[src/rtl/spike_packet_receiver_if.sv]
`default_nettype none
// ============================================================================
//  Module      : spike_packet_receiver_if
//  Description : Bundles the receive-path buses of spike_packet_receiver:
//                the router flit input, the spike FIFO head output, the
//                weight-write valid/ready port and the error counters.
//  Ports       : slave  - the receiver's view (flit sink, spike/wr source)
//                master - the surrounding logic's view (flit source, sinks)
//  Revision    : 1.0  initial release
// ============================================================================
interface spike_packet_receiver_if #(
    parameter int DATA_WIDTH  = 32,
    parameter int NUM_NEURONS = 32,
    parameter int NID_W       = $clog2(NUM_NEURONS)
);
    // Router local output port -> receiver
    logic                  pkt_in_valid;
    logic [DATA_WIDTH-1:0] pkt_in_data;
    logic                  pkt_in_ready;

    // Spike FIFO head -> neuron core
    logic                  spike_valid;
    logic [NID_W-1:0]      spike_neuron_id;
    logic [3:0]            spike_src_row;
    logic [3:0]            spike_src_col;
    logic                  spike_ack;

    // Weight write -> synapse memory
    logic                  wr_valid;
    logic [13:0]           wr_addr;
    logic [DATA_WIDTH-1:0] wr_data;
    logic                  wr_ready;

    // Saturating error counters
    logic [7:0]            err_misroute_cnt;
    logic [7:0]            err_bad_cnt;

    modport slave (
        input  pkt_in_valid, pkt_in_data, spike_ack, wr_ready,
        output pkt_in_ready, spike_valid, spike_neuron_id, spike_src_row,
               spike_src_col, wr_valid, wr_addr, wr_data,
               err_misroute_cnt, err_bad_cnt
    );

    modport master (
        output pkt_in_valid, pkt_in_data, spike_ack, wr_ready,
        input  pkt_in_ready, spike_valid, spike_neuron_id, spike_src_row,
               spike_src_col, wr_valid, wr_addr, wr_data,
               err_misroute_cnt, err_bad_cnt
    );
endinterface
`default_nettype wire

[src/rtl/spike_packet_receiver.sv]
`default_nettype none
// ============================================================================
//  Module      : spike_packet_receiver
//  Description : Network-interface receive path of a mesh node. Accepts
//                single-flit spike packets (queued in a small FIFO for the
//                neuron core) and two-flit weight-write packets (forwarded on
//                a valid/ready port). Misrouted and malformed packets are
//                dropped and counted in saturating 8-bit counters.
//  Ports       : clk  - clock, rising edge
//                rst  - asynchronous reset, active low
//                bus  - spike_packet_receiver_if.slave (flit in, spike head
//                       out, weight write out, error counters out)
//  Revision    : 1.0  initial release
// ============================================================================
module spike_packet_receiver #(
    parameter int DATA_WIDTH  = 32,
    parameter int NUM_NEURONS = 32,
    parameter int ROW_ID      = 0,
    parameter int COL_ID      = 0,
    parameter int FIFO_DEPTH  = 4
) (
    input  logic                          clk,
    input  logic                          rst,
    spike_packet_receiver_if.slave        bus
);
    localparam int NID_W   = $clog2(NUM_NEURONS);
    localparam int PTR_W   = $clog2(FIFO_DEPTH);
    localparam int CNT_W   = $clog2(FIFO_DEPTH + 1);
    localparam int ENTRY_W = 8 + NID_W;

    localparam logic [7:0] C_NODE_ID    = {4'(ROW_ID), 4'(COL_ID)};
    localparam logic [1:0] C_TYPE_SPIKE = 2'b00;
    localparam logic [1:0] C_TYPE_WHEAD = 2'b01;

    localparam logic [0:0] S_IDLE      = 1'b0;
    localparam logic [0:0] S_WAIT_DATA = 1'b1;

    // ------------------------------------------------------------------
    // State and datapath registers
    // ------------------------------------------------------------------
    logic [0:0]            state_q, state_d;
    logic                  discard_q, discard_d;
    logic [13:0]           shadow_addr_q, shadow_addr_d;
    logic                  wr_valid_q, wr_valid_d;
    logic [13:0]           wr_addr_q, wr_addr_d;
    logic [DATA_WIDTH-1:0] wr_data_q, wr_data_d;
    logic [PTR_W-1:0]      wr_ptr_q, wr_ptr_d;
    logic [PTR_W-1:0]      rd_ptr_q, rd_ptr_d;
    logic [CNT_W-1:0]      count_q, count_d;
    logic [7:0]            mis_cnt_q, mis_cnt_d;
    logic [7:0]            bad_cnt_q, bad_cnt_d;
    logic [ENTRY_W-1:0]    fifo_mem_q [FIFO_DEPTH];

    // ------------------------------------------------------------------
    // Flit decode
    // ------------------------------------------------------------------
    logic [1:0]         w_type;
    logic               w_dst_match;
    logic [13:0]        w_payload;
    logic               w_id_legal;
    logic               w_accept;
    logic               w_ready;
    logic               w_fifo_full;
    logic               w_fifo_empty;
    logic               w_push;
    logic               w_pop;
    logic               w_mis_inc;
    logic               w_bad_inc;
    logic [ENTRY_W-1:0] w_push_entry;
    logic [ENTRY_W-1:0] w_head;

    assign w_type       = bus.pkt_in_data[31:30];
    assign w_dst_match  = (bus.pkt_in_data[29:22] == C_NODE_ID);
    assign w_payload    = bus.pkt_in_data[13:0];
    // Neuron id must fit in NID_W bits; any higher payload bit is malformed.
    assign w_id_legal   = ((w_payload >> NID_W) == 14'd0);
    assign w_accept     = bus.pkt_in_valid && w_ready;
    assign w_fifo_full  = (count_q == CNT_W'(FIFO_DEPTH));
    assign w_fifo_empty = (count_q == '0);
    assign w_pop        = bus.spike_ack && !w_fifo_empty;
    assign w_push_entry = {bus.pkt_in_data[21:14], w_payload[NID_W-1:0]};

    // ------------------------------------------------------------------
    // FSM: state register
    // ------------------------------------------------------------------
    always_ff @(posedge clk or negedge rst) begin
        if (!rst) begin
            state_q <= S_IDLE;
        end else begin
            state_q <= state_d;
        end
    end

    // ------------------------------------------------------------------
    // FSM: next-state logic
    // ------------------------------------------------------------------
    always_comb begin
        state_d = state_q;
        case (state_q)
            S_IDLE:      if (w_accept && (w_type == C_TYPE_WHEAD)) state_d = S_WAIT_DATA;
            S_WAIT_DATA: if (w_accept) state_d = S_IDLE;
            default:     state_d = S_IDLE;
        endcase
    end

    // ------------------------------------------------------------------
    // FSM: outputs. Ready is forced low while reset is held so no flit is
    // taken during reset; otherwise it depends only on registered state.
    // ------------------------------------------------------------------
    always_comb begin
        w_ready = 1'b0;
        if (rst) begin
            case (state_q)
                S_IDLE:      w_ready = !w_fifo_full;
                S_WAIT_DATA: w_ready = !wr_valid_q;
                default:     w_ready = 1'b0;
            endcase
        end
    end

    // ------------------------------------------------------------------
    // Datapath next-state
    // ------------------------------------------------------------------
    always_comb begin
        discard_d     = discard_q;
        shadow_addr_d = shadow_addr_q;
        wr_valid_d    = wr_valid_q && !bus.wr_ready;
        wr_addr_d     = wr_addr_q;
        wr_data_d     = wr_data_q;
        w_push        = 1'b0;
        w_mis_inc     = 1'b0;
        w_bad_inc     = 1'b0;

        if (w_accept) begin
            if (state_q == S_IDLE) begin
                // Malformed checks take priority over the destination check.
                if (w_type[1]) begin
                    w_bad_inc = 1'b1;
                end else if (w_type == C_TYPE_WHEAD) begin
                    shadow_addr_d = w_payload;
                    discard_d     = !w_dst_match;
                    w_mis_inc     = !w_dst_match;
                end else if ((w_type == C_TYPE_SPIKE) && !w_id_legal) begin
                    w_bad_inc = 1'b1;
                end else if (!w_dst_match) begin
                    w_mis_inc = 1'b1;
                end else begin
                    w_push = 1'b1;
                end
            end else begin
                if (!discard_q) begin
                    wr_valid_d = 1'b1;
                    wr_addr_d  = shadow_addr_q;
                    wr_data_d  = bus.pkt_in_data;
                end
                discard_d = 1'b0;
            end
        end

        wr_ptr_d = w_push ? wr_ptr_q + PTR_W'(1) : wr_ptr_q;
        rd_ptr_d = w_pop  ? rd_ptr_q + PTR_W'(1) : rd_ptr_q;
        case ({w_push, w_pop})
            2'b10:   count_d = count_q + CNT_W'(1);
            2'b01:   count_d = count_q - CNT_W'(1);
            default: count_d = count_q;
        endcase

        mis_cnt_d = (w_mis_inc && (mis_cnt_q != 8'hFF)) ? mis_cnt_q + 8'd1 : mis_cnt_q;
        bad_cnt_d = (w_bad_inc && (bad_cnt_q != 8'hFF)) ? bad_cnt_q + 8'd1 : bad_cnt_q;
    end

    always_ff @(posedge clk or negedge rst) begin
        if (!rst) begin
            discard_q     <= 1'b0;
            shadow_addr_q <= '0;
            wr_valid_q    <= 1'b0;
            wr_addr_q     <= '0;
            wr_data_q     <= '0;
            wr_ptr_q      <= '0;
            rd_ptr_q      <= '0;
            count_q       <= '0;
            mis_cnt_q     <= '0;
            bad_cnt_q     <= '0;
        end else begin
            discard_q     <= discard_d;
            shadow_addr_q <= shadow_addr_d;
            wr_valid_q    <= wr_valid_d;
            wr_addr_q     <= wr_addr_d;
            wr_data_q     <= wr_data_d;
            wr_ptr_q      <= wr_ptr_d;
            rd_ptr_q      <= rd_ptr_d;
            count_q       <= count_d;
            mis_cnt_q     <= mis_cnt_d;
            bad_cnt_q     <= bad_cnt_d;
        end
    end

    // FIFO storage needs no reset: the head is masked whenever it is empty.
    always_ff @(posedge clk) begin
        if (w_push) begin
            fifo_mem_q[wr_ptr_q] <= w_push_entry;
        end
    end

    // ------------------------------------------------------------------
    // Outputs
    // ------------------------------------------------------------------
    assign w_head               = w_fifo_empty ? '0 : fifo_mem_q[rd_ptr_q];
    assign bus.pkt_in_ready     = w_ready;
    assign bus.spike_valid      = !w_fifo_empty;
    assign bus.spike_neuron_id  = w_head[NID_W-1:0];
    assign bus.spike_src_col    = w_head[NID_W+3:NID_W];
    assign bus.spike_src_row    = w_head[NID_W+7:NID_W+4];
    assign bus.wr_valid         = wr_valid_q;
    assign bus.wr_addr          = wr_addr_q;
    assign bus.wr_data          = wr_data_q;
    assign bus.err_misroute_cnt = mis_cnt_q;
    assign bus.err_bad_cnt      = bad_cnt_q;

endmodule
`default_nettype wire

[src/flat_wrapper.sv]
// flat-port wrapper written by rule: the top's interface ports become plain ports
module spike_packet_receiver_flat 
#(
    parameter int DATA_WIDTH  = 32,
    parameter int NUM_NEURONS = 32,
    parameter int ROW_ID      = 0,
    parameter int COL_ID      = 0,
    parameter int FIFO_DEPTH  = 4
)
  (clk, rst, bus_pkt_in_valid, bus_pkt_in_data, bus_spike_ack, bus_wr_ready, bus_pkt_in_ready, bus_spike_valid, bus_spike_neuron_id, bus_spike_src_row, bus_spike_src_col, bus_wr_valid, bus_wr_addr, bus_wr_data, bus_err_misroute_cnt, bus_err_bad_cnt);
  spike_packet_receiver_if #(.DATA_WIDTH(DATA_WIDTH), .NUM_NEURONS(NUM_NEURONS)) bus_i ();
  input  logic clk;
  input  logic rst;
  input wire logic [$bits(bus_i.pkt_in_valid)-1:0] bus_pkt_in_valid;
  input wire logic [$bits(bus_i.pkt_in_data)-1:0] bus_pkt_in_data;
  input wire logic [$bits(bus_i.spike_ack)-1:0] bus_spike_ack;
  input wire logic [$bits(bus_i.wr_ready)-1:0] bus_wr_ready;
  output wire logic [$bits(bus_i.pkt_in_ready)-1:0] bus_pkt_in_ready;
  output wire logic [$bits(bus_i.spike_valid)-1:0] bus_spike_valid;
  output wire logic [$bits(bus_i.spike_neuron_id)-1:0] bus_spike_neuron_id;
  output wire logic [$bits(bus_i.spike_src_row)-1:0] bus_spike_src_row;
  output wire logic [$bits(bus_i.spike_src_col)-1:0] bus_spike_src_col;
  output wire logic [$bits(bus_i.wr_valid)-1:0] bus_wr_valid;
  output wire logic [$bits(bus_i.wr_addr)-1:0] bus_wr_addr;
  output wire logic [$bits(bus_i.wr_data)-1:0] bus_wr_data;
  output wire logic [$bits(bus_i.err_misroute_cnt)-1:0] bus_err_misroute_cnt;
  output wire logic [$bits(bus_i.err_bad_cnt)-1:0] bus_err_bad_cnt;
  assign bus_i.pkt_in_valid = bus_pkt_in_valid;
  assign bus_i.pkt_in_data = bus_pkt_in_data;
  assign bus_i.spike_ack = bus_spike_ack;
  assign bus_i.wr_ready = bus_wr_ready;
  assign bus_pkt_in_ready = bus_i.pkt_in_ready;
  assign bus_spike_valid = bus_i.spike_valid;
  assign bus_spike_neuron_id = bus_i.spike_neuron_id;
  assign bus_spike_src_row = bus_i.spike_src_row;
  assign bus_spike_src_col = bus_i.spike_src_col;
  assign bus_wr_valid = bus_i.wr_valid;
  assign bus_wr_addr = bus_i.wr_addr;
  assign bus_wr_data = bus_i.wr_data;
  assign bus_err_misroute_cnt = bus_i.err_misroute_cnt;
  assign bus_err_bad_cnt = bus_i.err_bad_cnt;
  spike_packet_receiver #(.DATA_WIDTH(DATA_WIDTH), .NUM_NEURONS(NUM_NEURONS), .ROW_ID(ROW_ID), .COL_ID(COL_ID), .FIFO_DEPTH(FIFO_DEPTH)) u_core (.clk(clk), .rst(rst), .bus(bus_i));
endmodule
[config.mk]
export PLATFORM = sky130hd
export DESIGN_NAME = spike_packet_receiver_flat
export DESIGN_NICKNAME = d
export VERILOG_FILES = /design/src/rtl/spike_packet_receiver_if.sv /design/src/rtl/spike_packet_receiver.sv /design/src/flat_wrapper.sv
export SDC_FILE = /design/constraint.sdc
export NUM_CORES = 1
export LEC_CHECK = 0
export BUFFER_PORTS_ARGS = -buffer_cell sky130_fd_sc_hd__buf_4
export CAP_MARGIN = 20
export CORE_MARGIN = 2
export CORE_UTILIZATION = 32
export DETAILED_ROUTE_END_ITERATION = 8
export GPL_TIMING_DRIVEN = 0
export HOLD_SLACK_MARGIN = 0.06
export PLACE_DENSITY = 0.62
export SLEW_MARGIN = 20
export SYNTH_ARGS = -nofsm -noshare
export SYNTH_HDL_FRONTEND = slang
export SYNTH_SLANG_ARGS = --single-unit
[constraint.sdc]
create_clock -name clk -period 3.64 [get_ports clk]
set_clock_uncertainty 0.15 [all_clocks]
set_input_delay 0.546 -clock clk [delete_from_list [all_inputs] [get_ports clk]]
set_output_delay 0.546 -clock clk [all_outputs]
set_load 0.05 [all_outputs]
[After elaboration in Yosys (flattened, before gate mapping)]
Memories as Yosys holds them, arrays and structs flattened.
Cells that the tools add are included.
Operators by class
  add/sub/neg operators: 6
  eq/ne operators: 7
  multiplexer cells: 32
  bitwise logic cells: 3
  reductions and logical operators: 22
Operators by type and width (count)
  1-bit 2-to-1 mux: 28
  8-bit by 1-bit adder with 8-bit output (second input constant): 2
  8-bit != test (second input constant): 2
  14-bit logical NOT: 1
  13-bit 2-to-1 mux: 1
  8-bit logical NOT: 1
  1-bit logical AND: 7
  1-bit logical NOT: 6
  3-bit case mux with 2 select lines: 1
  3-bit AND reduction: 2
  2-bit by 1-bit adder with 2-bit output (second input constant): 2
  2-bit by 1-bit equality test with 1-bit output (second input constant): 2
  1-bit case mux with 2 select lines: 2
  4-bit AND reduction: 1
  2-bit nonzero test: 2
  3-bit by 1-bit adder with 3-bit output (second input constant): 1
  3-bit equality test (second input constant): 1
  3-bit logical NOT: 1
  1-bit inverter: 3
  3-bit by 1-bit subtractor with 3-bit output (second input constant): 1
  2-bit equality test (second input constant): 1
  2-bit logical NOT: 1
  2-bit by 1-bit != test with 1-bit output (second input constant): 1
Word-level totals
  flip-flop bits (word level): 86
  RAM bits: 52
  bits of input ports: 37
  output and inout port bits: 78
  word-level logic and storage cells: 82
  memories kept: 1
Memory list
  u_core.fifo_mem_q: words 4, width 13, rd ports 1, clocked after Yosys merged registers in 0, write ports 1, line spike_packet_receiver.sv:52  | logic [ENTRY_W-1:0] fifo_mem_q [FIFO_DEPTH];

[Longest topological paths before layout]
Gate-level depths: netlist (run 1).
  word-level depth: 10
  gate-level depth with buffers: 11
  mapped depth without buffers: 11

[Least setup slack after synthesis (run 1)]
No wires, ideal clock.
  path kind: input port to flip-flop
  start: input port bus_pkt_in_data[7]
  end: register u_core.count_q[2]
  data arrival time: 2.279 ns
  slack: 1.086 ns
  stages: 10
  buffers on the path: 0
  cells stage by stage: nor4_1 -> nand3_1 -> nor4_4 -> inv_1 -> ha_1 -> inv_1 -> fa_1 -> xor2_1 -> nor2_1 -> xor2_1
On the way
  cells in the longest elaborated chain, start to end: 10
Ends and longest elaborated chain
  start, declared: line flat_wrapper.sv:15  | input wire logic [$bits(bus_i.pkt_in_data)-1:0] bus_pkt_in_data;
  14-bit logical NOT *: line spike_packet_receiver.sv:76  | assign w_id_legal = ((w_payload >> NID_W) == 14'd0);
  1-bit logical NOT *: line spike_packet_receiver.sv:143  | end else if ((w_type == C_TYPE_SPIKE) && !w_id_legal) begin
  1-bit logical AND *: line spike_packet_receiver.sv:143
  1-bit 2-to-1 mux *: line spike_packet_receiver.sv:143
  1-bit 2-to-1 mux *: line spike_packet_receiver.sv:139  | end else if (w_type == C_TYPE_WHEAD) begin
  1-bit 2-to-1 mux *: line spike_packet_receiver.sv:137  | if (w_type[1]) begin
  1-bit 2-to-1 mux *: line spike_packet_receiver.sv:135  | if (state_q == S_IDLE) begin
  1-bit 2-to-1 mux *: line spike_packet_receiver.sv:134  | if (w_accept) begin
  2-bit by 1-bit equality test with 1-bit output / 2-bit equality test (equally long branches): line spike_packet_receiver.sv:162  | case ({w_push, w_pop})
  3-bit case mux with 2 select lines / 2-bit nonzero test (equally long branches)
  end signal, assigned: line spike_packet_receiver.sv:192  | count_q <= count_d;
  end, declared: line spike_packet_receiver.sv:49  | logic [CNT_W-1:0] count_q, count_d;
Every way passes the cells marked *; elsewhere a longest branch is shown, timed or not.
A chain may end at the register's enable or synchronous reset.

[Final worst setup path (run 1)]
  start: input port rst
  end: memory u_core.fifo_mem_q[1][12] in the netlist's numbering, enable pin
On the way
  cells in the longest elaborated chain, start to end: 5
Ends and longest elaborated chain
  start, declared: line flat_wrapper.sv:13  | input logic rst;
  1-bit 2-to-1 mux: line spike_packet_receiver.sv:112  | if (rst) begin
  1-bit logical AND: line spike_packet_receiver.sv:77  | assign w_accept = bus.pkt_in_valid && w_ready;
  1-bit 2-to-1 mux: line spike_packet_receiver.sv:134
  1-bit 2-to-1 mux: line spike_packet_receiver.sv:200  | if (w_push) begin
  1-bit 2-to-1 mux (not written as such): line spike_packet_receiver.sv:201  | fifo_mem_q[wr_ptr_q] <= w_push_entry;
  end, declared: line spike_packet_receiver.sv:52
No other way between the ends.

==> results.txt, run 1 <==
The number of antenna repair diodes came out at 0. The highest fanout seen on the critical path is 89. The highest achievable clock rate is 0.324 GHz.

The power density over cell area is 878 nW/um2. The class of the worst hold path is in -> async. The number of routed nets with antenna violations is 0. In the routed design, unresolved DRC markers number 0. The first routing iteration left 210 violations. The data arrival time of the worst path is 2970 ps. The final critical path takes up 84.8% of the cycle. The cell count after synthesis came out at 344. The via count of the first global-routing pass was 3523. By area the synthesized netlist is led by sky130_fd_sc_hd__dfrtp_1 (38%), sky130_fd_sc_hd__edfxtp_1 (28%), sky130_fd_sc_hd__mux2_2 (13%), sky130_fd_sc_hd__mux4_2 (5.2%), sky130_fd_sc_hd__and2_1 (2.2%). The count of flip-flops with a built-in enable after synthesis came out at 52. The utilization after layout came out at 42.6%. The worst setup path is captured at a flip-flop. The die outline height came out at 136 um. Summed over all cells, the static leakage comes to 0.00323 uW. The number of clock sinks is 138. TritonCTS built the clock tree.

The worst endpoint required time came out at 3530 ps. The count of final hold-check violations came out at 0. The depth of the CTS H-tree came out at 4.

The final wirelength is 11900 um. The cell type with the highest aggregate area in the netlist is sky130_fd_sc_hd__dfrtp_1. The share of final-layout standard cells stronger than drive strength 1 came out at 48.6%. The area of combinational cells with multiple inputs is 1810 um2. The final layout contains 522 nets. The largest vdd supply drop came out at 0.478 mV. The number of standard-cell rows in the floorplan is 48.

The area taken by flip-flops and latches is 3710 um2. During synthesis, Yosys emitted a total of 0 warnings. The flow ran to the end, and the final reports show no timing, DRC or antenna violations. The fraction of synthesized cell area taken by the top area cell type is 38.4%.

Setup repair after global routing left no endpoint under its margin. The detail-routed net length per standard cell came out at 16.6 um. The smallest clock period supported by the final layout is computed as 3090 ps. In this run, post-CTS hold repair placed 0 buffers.

The post-synthesis to final-layout area growth is 30.8%. By startpoint and endpoint, the worst setup path is classified as in -> reg. In this run, synthesis produced a sequential element count of 138. The clock tree root buffer cell is sky130_fd_sc_hd__clkbuf_16.

The number of distinct library cell variants in the gate-level netlist after synthesis is 35. The routed layout has 3317 vias. The overall power is 6440 uW. The actual slew at the worst max-slew pin came out at 825 ps.

The relative max-transition margin came out at 45.0%. Detailed placement ended at an HPWL of 8010 um. The async set-or-reset flop fraction in the synthesized netlist came out at 62.3%. In this run the mean area of a mapped cell was 16.3 um2. The endpoint identified for the worst register-to-register timing path is u_core.fifo_mem_q[1][12].

The floorplan die area came out at 18600 um2. The register clock-pin slew on the reported worst setup and hold paths came out at 50 ps. The last weighted congestion value of the routability-driven placer came out at 0.672.

Entering global routing, the biggest net connects 90 pins. The worst setup path is launched from an input pin. The number of clock buffers added by TritonCTS is 17. The later-pin clock latency in the skew report came out at 410 ps. The pre-antenna-repair detailed-routing pass consisted of 4 iterations.

In the synthesized netlist the dominant register cell turns out to be sky130_fd_sc_hd__dfrtp_1. The number of antenna violations at the first check in global routing was 0. The final number of max-transition violations was 0. The number of top-level pins came out at 115. The post-CTS setup-driven buffer insertion count is 0. The net count of the mapped netlist is 389. The overall global routing resource usage came out at 13.7%. The initial cell density of the core came out at 32.5%. The wire length of the first global-routing pass is 18900 um. The depth of the most critical reg-to-reg path came out at 5.

The sequential-to-total area share from yosys stat is 66.2%. The number of fill cells in the layout came out at 1584. The max-cap violation count came out at 0. Measured along the x axis, the die boundary spans 136 um. The cell area that synthesis handed to floorplanning was 5610 um2. The startpoint identified for the worst register-to-register timing path is u_core.count_q[2]. In this run, post-CTS repair resized a total of 0 instances. The number of vias per cell after detailed routing came out at 4.64. The count of input and output buffers is 114. The placeable core region came out at 17200 um2. The setup slack of the most critical reg-to-reg path is 970 ps. The total congestion overflow is 0. The count of final setup violators is 0. The worst-case clock buffer depth is 2.
==> cells in the mapped netlist (all sizes together), types with 2 or more instances <==
cell	number
and2	20
buf	7
clkbuf	3
dfrtp	86
edfxtp	52
ha	7
inv	11
mux2	67
mux2i	2
mux4	13
nand2	14
nand3	9
nand4	3
nor2	8
nor3	3
nor4	7
o21ai	4
or3	2
xnor2	8
xor2	8
==> sequential cells by signal (all words and copies together), names as in the netlist <==
register and flops:
u_core.state_q 1, u_core.bus.wr_data 32, u_core.bus.wr_valid 1, u_core.discard_q 1, u_core.fifo_mem_q 52, u_core.bus.err_bad_cnt 8
u_core.rd_ptr_q 2, u_core.shadow_addr_q 14, u_core.bus.err_misroute_cnt 8, u_core.bus.wr_addr 14, u_core.wr_ptr_q 2, u_core.count_q 3
==> metrics by stage <==
stage	setup slack (ps)	area [um2]	hold WS, ps	setup TNS [ps]	instances
6_report	555	7330	50.8	0	715
3_3_place_gp	-245	6750	319	-12490	683
5_1_grt	161	7330	126	0	715
2_1_floorplan	1090	5610	100	0	344
4_1_cts	438	7330	93.4	0	715
3_5_place_dp	-2.46	6750	333	-24.4	683
==> cell families (layout without fill, tap and decap cells) <==
group	after synthesis	count (layout)	share of synthesized area, %
xor gates and xnor gates	16	16	2.50
and+or+nand+nor	71	71	7.78
adders and majority gates	8	8	1.92
DFF	138	138	66.2
muxes	82	82	19.1
AOI/OAI and AO/OA	8	8	0.937
buffers and inverters	21	167	1.56
==> worst max-delay path: stages <==
cell	delay, ps
sky130_fd_sc_hd__buf_6	590
sky130_fd_sc_hd__nand2_1	260
sky130_fd_sc_hd__nor4_4	350
sky130_fd_sc_hd__inv_2	80
sky130_fd_sc_hd__nor4_4	400
sky130_fd_sc_hd__and2_1	680
==> cell type report <==
class / instances / area share [%]
Clock buffer: 19 / 6.04
Timing Repair Buffer: 114 / 11.7
Clock inverter: 13 / 1.93
Tap cell: 225 / 3.84
Multi-Input combinational cell: 185 / 24.7
Buffer: 10 / 0.631
Inverter: 11 / 0.563
Sequential cell: 138 / 50.6
==> report_power, final <==
part           switching, uW  leakage [uW]  internal, uW
registers                223       0.00158          1950
clock network            667      0.000282          1030
logic                   1660       0.00137           910
total                   2550       0.00323          3890
==> layer usage <==
layer / GRT usage, % / wire (um) / vias up
li1: - / - / 1531
met1: 16.8 / 5190 / 1693
met2: 22.5 / 5900 / 85
met3: 4.74 / 697 / 8
met4: 4.86 / 118 / 0
met5: 0 / 0 / -
==> cells in the final DEF (no fill, tap or decap), drive strengths merged, types with 2 or more instances in the layout <==
cell type,instances
nand3,9
ha,7
nor4,7
o21ai,4
xnor2,8
and2,20
buf,121
xor2,8
inv,14
mux2i,2
bufinv,2
mux4,13
edfxtp,52
nor3,3
or3,2
nor2,8
clkbuf,22
clkinvlp,2
dfrtp,86
clkinv,6
mux2,67
nand4,3
nand2,14
==> worst max path at each step <==
stage	to	from	cells after the start	slack, ps
6_report	u_core.fifo_mem_q[1][12]	rst	6	550
5_1_grt	u_core.count_q[2]	rst	12	160
4_1_cts	u_core.fifo_mem_q[3][12]	rst	6	440
3_5_place_dp	u_core.fifo_mem_q[3][7]	rst	6	-2
3_3_place_gp	u_core.fifo_mem_q[0][7]	rst	6	-240
2_1_floorplan	u_core.count_q[2]	bus_pkt_in_data[7]	10	1090
Power figures use the tool's default switching activity.
==> run 2, diff against run 1 <==
==> constraint.sdc (replaced) <==
create_clock -name clk -period 2.95 [get_ports clk]
set_clock_uncertainty 0.15 [all_clocks]
set_input_delay 0.4425 -clock clk [delete_from_list [all_inputs] [get_ports clk]]
set_output_delay 0.4425 -clock clk [all_outputs]
set_load 0.05 [all_outputs]
==> results.txt, run 2 (same netlist as run 1, synthesis figures left out) <==
The data arrival time of the worst path came out at 2170 ps. The utilization after layout came out at 42.7%. For this run, the slowest stage of the critical path takes 540 ps. The repair_antennas step left the layout with diodes totalling 0. The die outline height came out at 136 um. The register clock-pin slew on the reported worst setup and hold paths is 60 ps. The worst hold path belongs to the class in -> async. The total area inside the core boundary comes to 17200 um2. The share of final-layout standard cells stronger than drive strength 1 is 49.1%. The remaining design rule violation count is 0. For the pin with the worst max-slew slack, the measured transition is 711 ps.

The count of final setup violators came out at 0. Leaving out fill and tap cells, the most frequent cells in the layout are sky130_fd_sc_hd__buf_4 (113), sky130_fd_sc_hd__dfrtp_1 (86), sky130_fd_sc_hd__mux2_2 (66). The detail-routed net length per standard cell is 16.6 um. No sink is reached through more buffers than the 2 on the longest clock path. After the first detailed-routing iteration, the DRC count stood at 186. The clock share of power came out at 26.3%. The number of antenna violations at the first check in global routing came out at 0. Dividing the detail-routed via count by the number of cells gives 4.64. The count of input and output buffers came out at 114.

The net load switching power came out at 3140 uW. In this run the remaining antenna-violating nets after routing total 0. The net count reported at finish is 523. The flow ran to the end, but the final reports show violations. The checks that failed: negative hold slack. The number of hold buffers added after CTS came out at 1.

The number of standard-cell rows in the floorplan is 48. Derived from the worst setup path, the maximum achievable clock frequency is 0.362 GHz. The final number of max-transition violations is 0. Traced cell by cell, the critical path runs through clkbuf_1 -> mux4_2 -> and2_1 -> buf_4. The die span in x is 136 um.

The kind of critical path is reg -> out. TritonCTS built the clock tree. The number of clock sinks is 138.

Power spread over the standard cell area amounts to 1080 nW/um2. The overall global routing resource usage came out at 13.7%. The wire length of the first global-routing pass came out at 18900 um. The depth of the CTS H-tree came out at 4. The number of top-level pins is 115. The max-cap violation count is 0. The number of fill cells in the layout is 1578. The largest net degree at the start of global routing came out at 90.

Setup repair after global routing could not meet its margin everywhere. The worst endpoint required time came out at 2360 ps. The number of setup buffers added after CTS is 0.

Across the VDD grid, the largest voltage drop is 0.590 mV. The flip-flop count of the largest register after layout came out at 52. The fraction of power consumed by sequential logic is 33.7%. The final wirelength is 11900 um.

The sum of net half-perimeters after detailed placement is 8010 um. For this configuration, the core starts out at a cell density of 32.5%. STA classifies the critical path startpoint as a flip-flop. The library cell used most frequently in the layout, excluding fill and tap cells, is sky130_fd_sc_hd__buf_4. The number of clock buffers inserted by TritonCTS came out at 17. Among all stages on the critical path, the largest delay is contributed by sky130_fd_sc_hd__clkbuf_1. In this run the clock root is driven by a sky130_fd_sc_hd__clkbuf_16.

For the worst-skew pair, the clock arrives at the later sink with an insertion delay of 410 ps. The overall power came out at 7950 uW. Detailed routing inserted a total of 3324 vias.

The internal portion of total power is 4800 uW. The floorplan die area is 18600 um2. The final critical path time including I/O delays and setup is 2760 ps. Of the total power, combinational logic draws 40.0%. The via count of the first global-routing pass came out at 3529. The total iterations of the first detailed-routing run is 4.

The ratio of final minimum period to clock period came out at 93.7%. The count of final hold-check violations is 86. Summed over all layers, the global routing overflow is 0. The leakage component of the power is 0.00325 uW. The register bank with the most flops is u_core.fifo_mem_q. The worst setup path is captured at an output pin. The area growth from synthesis to layout is 31.3%.

The fraction of power spent switching nets came out at 39.6%. Along the worst path, the maximum fanout reaches 10. The final-layout worst hold slack is -196 ps.

Routability-driven placement finished with a final weighted congestion of 0.672. The relative max-transition margin is 52.6%.
-- run 2: path summary, 6_finish.rpt --
path	start	endpoint	slack (ps)	cells after the start
max	u_core.rd_ptr_q[1]	bus_spike_neuron_id[3]	190	4
min	rst	u_core.bus.wr_addr[13]	-200	1
max reg2reg	u_core.count_q[2]	u_core.count_q[2]	300	11
min reg2reg	u_core.count_q[2]	u_core.count_q[2]	330	1
max in group asynchronous	rst	u_core.bus.wr_data[27]	2510	1
min in group clk	bus_pkt_in_data[14]	u_core.fifo_mem_q[1][5]	90	1
-- run 2: final cells by class --
type | count | area, um2 | share of cell area [%]
repair buffers | 115 | 886 | 12.0
inverters | 11 | 41.3 | 0.560
plain buffers | 10 | 48.8 | 0.662
clock inverters | 13 | 141 | 1.92
flip-flops and latches | 138 | 3710 | 50.4
multi-input cells | 185 | 1810 | 24.6
clock buffers | 19 | 443 | 6.01
well taps | 225 | 282 | 3.82
-- run 2: what timing repair did --
item	4_1_cts	5_1_grt
pin swaps	0	0
endpoints found under the setup margin	54	20
cloned	0	0
resized for setup	4	3
endpoints found under the hold margin	87	86
-- run 2: critical path: cells and delay by family (launching register included) --
family,cells,cell delay [ps]
multiplexers,1,400
flip-flops,1,450
buffers and inverters,2,730
AND/OR/NAND/NOR,1,170
-- run 2: per-stage QoR --
stage	TNS, ps	setup slack [ps]	cell area [um2]	instances
finish	0	187	7370	716
global route	0	1.41	7370	716
CTS	0	24.0	7350	716
detailed placement	-30630	-589	6750	683
global placement	-46400	-831	6750	683
floorplan	0	499	5610	344
-- run 2: power groups by stage --
stage | sequential, uW | clock [uW] | combinational, uW
global placement | 2690 | 0 | 3160
floorplan | 3640 | 0 | 1290
global route | 2730 | 2240 | 3350
finish | 2680 | 2090 | 3180
CTS | 2680 | 2150 | 3220
detailed placement | 2710 | 0 | 3210
-- run 2: per-layer routing --
layer	part of all wire (%)	vias to the layer above	routed length, um	global-route usage [%]
li1	-	1533	-	-
met1	43	1692	5110	16.9
met2	50	90	5910	22.5
met3	6.2	9	738	4.70
met4	1.1	0	129	4.86
met5	0	-	0	0
